### src/rtl/cpu_ctrl_pkg.sv
// Shared definitions for the CPU step controller: mode encodings and
// debounce sizing helpers.
package cpu_ctrl_pkg;

  typedef enum logic [1:0] {
    MODE_RUN  = 2'b00,
    MODE_STEP = 2'b01,
    MODE_HALT = 2'b10
  } mode_t;

  localparam int DEBOUNCE_CYCLES_DEFAULT = 270000;

  // Counter width for a debounce window; never narrower than one bit.
  function automatic int cnt_width(input int cycles);
    return (cycles > 1) ? $clog2(cycles) : 1;
  endfunction

endpackage

### src/rtl/button_debouncer.sv
// Synchronizes and debounces one raw board button, producing a stable
// pressed level and a one-cycle pulse on each accepted press.
module button_debouncer
  import cpu_ctrl_pkg::*;
#(
  parameter int DEBOUNCE_CYCLES = DEBOUNCE_CYCLES_DEFAULT,
  parameter bit ACTIVE_LOW      = 1'b1
) (
  input  logic clk_in,
  input  logic reset_in,
  input  logic btn_raw,
  output logic level,
  output logic press
);

  localparam int            CW       = cnt_width(DEBOUNCE_CYCLES);
  localparam logic [CW-1:0] LAST     = CW'(DEBOUNCE_CYCLES - 1);
  localparam logic          IDLE_RAW = ACTIVE_LOW;

  logic          sync1;
  logic          sync2;
  logic          synced;
  logic [CW-1:0] count;

  // Normalized so that 1 always means pressed.
  assign synced = sync2 ^ IDLE_RAW;

  always_ff @(posedge clk_in or posedge reset_in) begin
    if (reset_in) begin
      sync1 <= IDLE_RAW;
      sync2 <= IDLE_RAW;
      level <= 1'b0;
      count <= '0;
      press <= 1'b0;
    end else begin
      sync1 <= btn_raw;
      sync2 <= sync1;
      press <= 1'b0;
      if (synced != level) begin
        if (count == LAST) begin
          level <= synced;
          count <= '0;
          press <= synced;
        end else begin
          count <= count + 1'b1;
        end
      end else begin
        count <= '0;
      end
    end
  end

endmodule

### src/rtl/cpu_step_controller.sv
// Turns slow divider ticks into single-cycle CPU enable strobes and adds
// run / single-step / halt control driven by two debounced buttons.
module cpu_step_controller
  import cpu_ctrl_pkg::*;
#(
  parameter int DEBOUNCE_CYCLES = DEBOUNCE_CYCLES_DEFAULT,
  parameter bit BTN_ACTIVE_LOW  = 1'b1
) (
  input  logic        clk_in,
  input  logic        reset_in,
  input  logic        tick_in,
  input  logic        btn_mode_in,
  input  logic        btn_step_in,
  input  logic        halt_in,
  output logic        cpu_en,
  output logic [1:0]  mode,
  output logic [31:0] cpu_cycles
);

  mode_t state;
  logic  tick_q;
  logic  rise;
  logic  mode_press;
  logic  step_press;
  logic  unused_mode_level;
  logic  unused_step_level;

  button_debouncer #(
    .DEBOUNCE_CYCLES (DEBOUNCE_CYCLES),
    .ACTIVE_LOW      (BTN_ACTIVE_LOW)
  ) u_mode_btn (
    .clk_in   (clk_in),
    .reset_in (reset_in),
    .btn_raw  (btn_mode_in),
    .level    (unused_mode_level),
    .press    (mode_press)
  );

  button_debouncer #(
    .DEBOUNCE_CYCLES (DEBOUNCE_CYCLES),
    .ACTIVE_LOW      (BTN_ACTIVE_LOW)
  ) u_step_btn (
    .clk_in   (clk_in),
    .reset_in (reset_in),
    .btn_raw  (btn_step_in),
    .level    (unused_step_level),
    .press    (step_press)
  );

  assign rise = tick_in & ~tick_q;
  assign mode = state;

  // cpu_en is decided from the mode held before this edge's transition.
  always_ff @(posedge clk_in or posedge reset_in) begin
    if (reset_in) begin
      state      <= MODE_RUN;
      cpu_en     <= 1'b0;
      cpu_cycles <= '0;
      tick_q     <= 1'b0;
    end else begin
      tick_q     <= tick_in;
      cpu_cycles <= cpu_cycles + 32'(cpu_en);
      if (halt_in) begin
        state  <= MODE_HALT;
        cpu_en <= 1'b0;
      end else begin
        case (state)
          MODE_RUN: begin
            cpu_en <= rise;
            if (mode_press) state <= MODE_STEP;
          end
          MODE_STEP: begin
            cpu_en <= step_press;
            if (mode_press) state <= MODE_RUN;
          end
          MODE_HALT: begin
            cpu_en <= 1'b0;
            if (mode_press) state <= MODE_STEP;
          end
          default: begin
            state  <= MODE_RUN;
            cpu_en <= 1'b0;
          end
        endcase
      end
    end
  end

endmodule
### config.mk
export PLATFORM = sky130hd
export DESIGN_NAME = cpu_step_controller
export DESIGN_NICKNAME = d
export VERILOG_FILES = /design/src/rtl/cpu_ctrl_pkg.sv /design/src/rtl/button_debouncer.sv /design/src/rtl/cpu_step_controller.sv
export SDC_FILE = /design/constraint.sdc
export NUM_CORES = 1
export LEC_CHECK = 0
export CORE_ASPECT_RATIO = 0.9
export CORE_MARGIN = 4
export CORE_UTILIZATION = 25
export CTS_CLUSTER_DIAMETER = 120
export DETAILED_ROUTE_END_ITERATION = 8
export SYNTH_ARGS = -nofsm -noshare
export SYNTH_HDL_FRONTEND = slang
export SYNTH_SLANG_ARGS = --single-unit
### constraint.sdc
create_clock -name clk_in -period 2.6 [get_ports clk_in]
set_input_delay 0.52 -clock clk_in [delete_from_list [all_inputs] [get_ports clk_in]]
set_output_delay 0.52 -clock clk_in [all_outputs]
set_load 0.03 [all_outputs]
Yosys cells after proc, flatten, opt, wreduce, memory -nomap -nowiden:

Index checks and enable logic that the tools add are counted.

* logic and storage cells: 48
* register bits: 82

* add/subtract/negate cells: 3
* bitwise gates (word level): 4
* equality and inequality tests: 8
* reduce and logical (&&, ||, !) cells: 5
* muxes and demuxes: 14

Operator list (number)
* 19-bit two-way mux: 4
* 19-bit by 1-bit adder with 19-bit output, second input constant: 2
* 19-bit equality test, second input constant: 2
* 32-bit by 1-bit adder with 32-bit output: 1
* 2-bit two-way mux: 3
* 2-bit AND reduction: 3
* 1-bit two-way mux: 5
* 2-bit one-hot mux with 2 select lines: 1
* 3-bit by 1-bit inequality test with 1-bit output, second input constant: 1
* 3-bit by 2-bit inequality test with 1-bit output, second input constant: 1
* 1-bit NOT: 3
* 2-bit by 1-bit equality test with 1-bit output, second input constant: 1
* 2-bit equality test, second input constant: 1
* 2-bit logical NOT: 1
* 1-bit inequality test: 2
* 1-bit one-hot mux with 2 select lines: 1
* 2-bit OR reduction: 1
* 1-bit AND: 1

Depth between registers and ports, before layout:

* depth in word-level cells: 4
* depth in mapped cells: 7
* depth with buffers taken out: 6

By module:

From an unflattened synthesis, not the netlist that was laid out.

* cell total of the unflattened synthesis: 347
* area total of the unflattened synthesis: 3794.9 sq um

Modules (own cells, without submodules)
* button_debouncer: cells an instance 107, times used 2, area each 1106.1 sq um, seq. area each 578.1 sq um
* cpu_step_controller: cells an instance 133, times used 1, area each 1582.8 sq um, seq. area each 900.9 sq um

Least setup slack after synthesis:

OpenSTA, ideal clock, no wires.

* path type: reg-to-reg
* start: register cpu_cycles[0]
* end: register cpu_cycles[20]
* stages on the path, launching flop included: 7
* slack: 0.627 ns
* library setup time: 0.135 ns
* buffers on the path: 0
* arrival time: 1.839 ns
* cells stage by stage: dfrtp_1 -> ha_1 -> ha_1 -> and4_1 -> nor3b_2 -> nand4_1 -> xnor2_1

* word-level cells in the longest chain between the ends: 1

RTL lines
* start, declared: RTL line cpu_step_controller.sv:17 `output logic [31:0] cpu_cycles`
* start signal, assigned: RTL line cpu_step_controller.sv:62 `cpu_cycles <= cpu_cycles + 32'(cpu_en);`
* 32-bit by 1-bit adder with 32-bit output: RTL line cpu_step_controller.sv:62

No other way between the ends.
A chain may end at the register's enable or synchronous reset.

Worst setup path after layout:

* start: register cpu_en
* end: register cpu_cycles[28]

* word-level cells in the longest chain between the ends: 1

RTL lines
* start, declared: RTL line cpu_step_controller.sv:15 `output logic cpu_en,`
* start signal, assigned: RTL line cpu_step_controller.sv:69 `cpu_en <= rise;`
* start signal, assigned: RTL line cpu_step_controller.sv:73 `cpu_en <= step_press;`
* 32-bit by 1-bit adder with 32-bit output: RTL line cpu_step_controller.sv:62

No other way between the ends.

==> results_dict.tcl <==
set metrics [dict create \
    num_rows 42 \
    cts_setup_buffers 0 \
    grt_pass1_wl_mm 12.7 \
    end_kind "flip-flop" \
    worst_pin_slew_ns 0.566 \
    slew_viol_final 0 \
    pre_cts_slack_ns 0.550 \
    final_nets 402 \
    gr-usage-all-layers_pct 9.46 \
    powerDensity_mw_per_mm2 572 \
    rsz0062_at_grt "false" \
    numCtsBuffers 9 \
    synth_commonest_cells "dfrtp_1 (78), nor2_1 (41), xnor2_1 (38)" \
    status "finished clean" \
    path_cells "ha_1 > ha_1 > and4_1 > nor3b_2 > nand4_1 > xnor2_1" \
    clk_pin_slew_ns 0.06 \
    crit_family "simple AND/OR/NAND/NOR gates" \
    syn-cell-area_mm2 0.00372 \
    diodes 0 \
    die_w_um 137 \
    worstPathArrival_ns 2.25 \
    synth.area.top_cells "dfrtp_1 (52%), xnor2_1 (8.9%), xor2_1 (4.9%)" \
    dr.pass1.iters 4 \
    htreeDepth 3 \
    path_max_fanout 8 \
    syn_to_final_growth_pct 25.8 \
    vias_per_cell 4.42 \
    p_leak_nw 1.89 \
    clk_latency_ns 0.33 \
    min_path_type "flip-flop to flip-flop" \
    vdd_ir_drop_max_v 0.000361 \
    syn_inst 347 \
    place_congestion 0.770 \
    slowest_delay_ns 0.51 \
    drc 0 \
    numPortBuffers 40 \
    cts_resized 0 \
    setup_slack_ns 0.570 \
    synth_edf_count 0 \
    antenna_found_initial 0 \
    drtAntennaViolNets 0 \
    syn_area_per_cell_um2 10.7 \
    finClkSkew_ns 0.00573 \
    netlist.area_leader.share_pct 52.5 \
    finalWirelength_mm 7.28 \
    max-cap-violations 0 \
    cts_buffer_depth 2 \
    cp_slowest_cell "nor3b_2" \
    yosysTopAreaCell "dfrtp_1" \
    final-hold-violation-count 0 \
    gr-total-overflow 0 \
    ys_ff_latch 82 \
    drive_gt1_share_pct 8.33 \
    pin_count 41 \
    grt_pass1_vias 2635 \
    tns_ns 0 \
    die-area_mm2 0.0169 \
    vias 2623 \
    min_period_over_period_pct 78.1 \
    max_slew_margin_pct 62.1 \
    synth_most_common_cell "dfrtp_1" \
    worst-path-buf-inv 0 \
    core_mm2 0.0147 \
    nFillCells 1478 \
    drt-initial-drc-count 122 \
    critical_path_class "flip-flop to flip-flop" \
    max_freq_mhz 493 \
    start_util_pct 25.4 \
    synth_nets 357 \
    fin_crit_ns 2.03 \
    cts_tree "done" \
    cp.required_ns 2.82 \
    cpMostUsedCell "ha_1" \
    async_reset_ff_share_pct 100 \
    synth_cell_types 34 \
    synthFlopType "dfrtp_1" \
    die_h_um 124 \
    dpl.hpwl_mm 4.97 \
    worst_setup_path_start_kind "flip-flop" \
    holdBufCountCts 0 \
    root_buffer "clkbuf_16" \
    finalSetupViolations 0 \
    wl_per_cell_um 12.2 \
    yosys_warnings 0 \
    ys_seq_area_share_pct 55.3 \
    clkSinkCount 82 \
    grt_max_degree 83 \
]
[final timing paths]
| kind | start | end | slack [ns] | cells past startpoint |
|---|---|---|---|---|
| setup / recovery | cpu_en$_DFF_PP0_ | cpu_cycles[28]$_DFF_PP0_ | 0.57 | 6 |
| hold / removal | u_step_btn.sync1$_DFF_PP1_ | u_step_btn.sync2$_DFF_PP1_ | 0.36 | 0 |
| setup reg to reg | cpu_en$_DFF_PP0_ | cpu_cycles[28]$_DFF_PP0_ | 0.57 | 6 |
| hold reg to reg | u_step_btn.sync1$_DFF_PP1_ | u_step_btn.sync2$_DFF_PP1_ | 0.36 | 0 |
| max in group asynchronous | reset_in | u_mode_btn.sync1$_DFF_PP1_ | 1.58 | 3 |
| min in group asynchronous | reset_in | cpu_cycles[27]$_DFF_PP0_ | 0.65 | 3 |
[stage by stage]
step | power, W | util [%] | hold WS, ns | cells | instance area, µm²
2_1_floorplan | 0.00137 | - | 0.345 | 347 | 3720
3_3_place_gp | 0.00140 | 29.8 | 0.348 | 579 | 4380
3_5_place_dp | 0.00141 | 29.8 | 0.348 | 579 | 4380
4_1_cts | 0.00272 | 31.9 | 0.356 | 594 | 4680
5_1_grt | 0.00278 | 31.9 | 0.360 | 594 | 4680
6_report | 0.00268 | 31.9 | 0.355 | 594 | 4680
[sequential cells by signal, summed over array words and instances, names as in the netlist]
signal            count
cpu_cycles           32
u_mode_btn.count     19
u_step_btn.count     19
mode                  2
cpu_en                1
tick_q                1
u_mode_btn.level      1
u_mode_btn.press      1
u_mode_btn.sync1      1
u_mode_btn.sync2      1
u_step_btn.level      1
u_step_btn.press      1
u_step_btn.sync1      1
u_step_btn.sync2      1
[report_power, final]
group          internal, W  switching [W]  total (W)
logic            0.0000254      0.0000488  0.0000742
clock network     0.000816       0.000480    0.00130
registers          0.00129      0.0000122    0.00131
[final cells by class]
type	count	area, µm²	area share [%]
clock buffers	13	270	5.77
clock inverters	2	35.0	0.748
inverters	8	33.8	0.722
multi-input cells	248	1600	34.2
flip-flops and latches	82	2060	43.9
well taps	198	248	5.29
repair buffers	43	435	9.30
[cells in the final DEF, fill, tap and decap left out, types with 9 or more instances in the layout]
| cell | Yosys | routed |
|---|---|---|
| xnor2_1 | 38 | 38 |
| nor2_1 | 41 | 41 |
| nor3_1 | 9 | 9 |
| nand2_1 | 17 | 17 |
| nand4_1 | 19 | 19 |
| dfrtp_1 | 78 | 78 |
| clkdlybuf4s50_1 | 0 | 40 |
| nand3_1 | 29 | 29 |
| xor2_1 | 21 | 21 |
| and3_1 | 11 | 11 |
| clkbuf_16 | 0 | 9 |
[logic make-up after synthesis]
logic type,count (synthesis),synth area share (%)
AO/OA/AOI/OAI,19,2.89
XOR/XNOR,59,13.9
multiplexers,2,0.538
AND/OR/NAND/NOR,164,24.2
adder cells (fa/ha/maj),4,1.35
flip-flops,82,55.3
buffers and inverters,17,1.85
[metal layers]
| layer | up-vias | GRT usage [%] | routed length, µm |
|---|---|---|---|
| li1 | 1298 | - | - |
| met1 | 1263 | 12.4 | 3510 |
| met2 | 50 | 14.6 | 3310 |
| met3 | 12 | 2.75 | 341 |
| met4 | 0 | 4.16 | 120 |
| met5 | - | 0 | 0 |
Note: power is estimated with default switching activity, not from simulation.
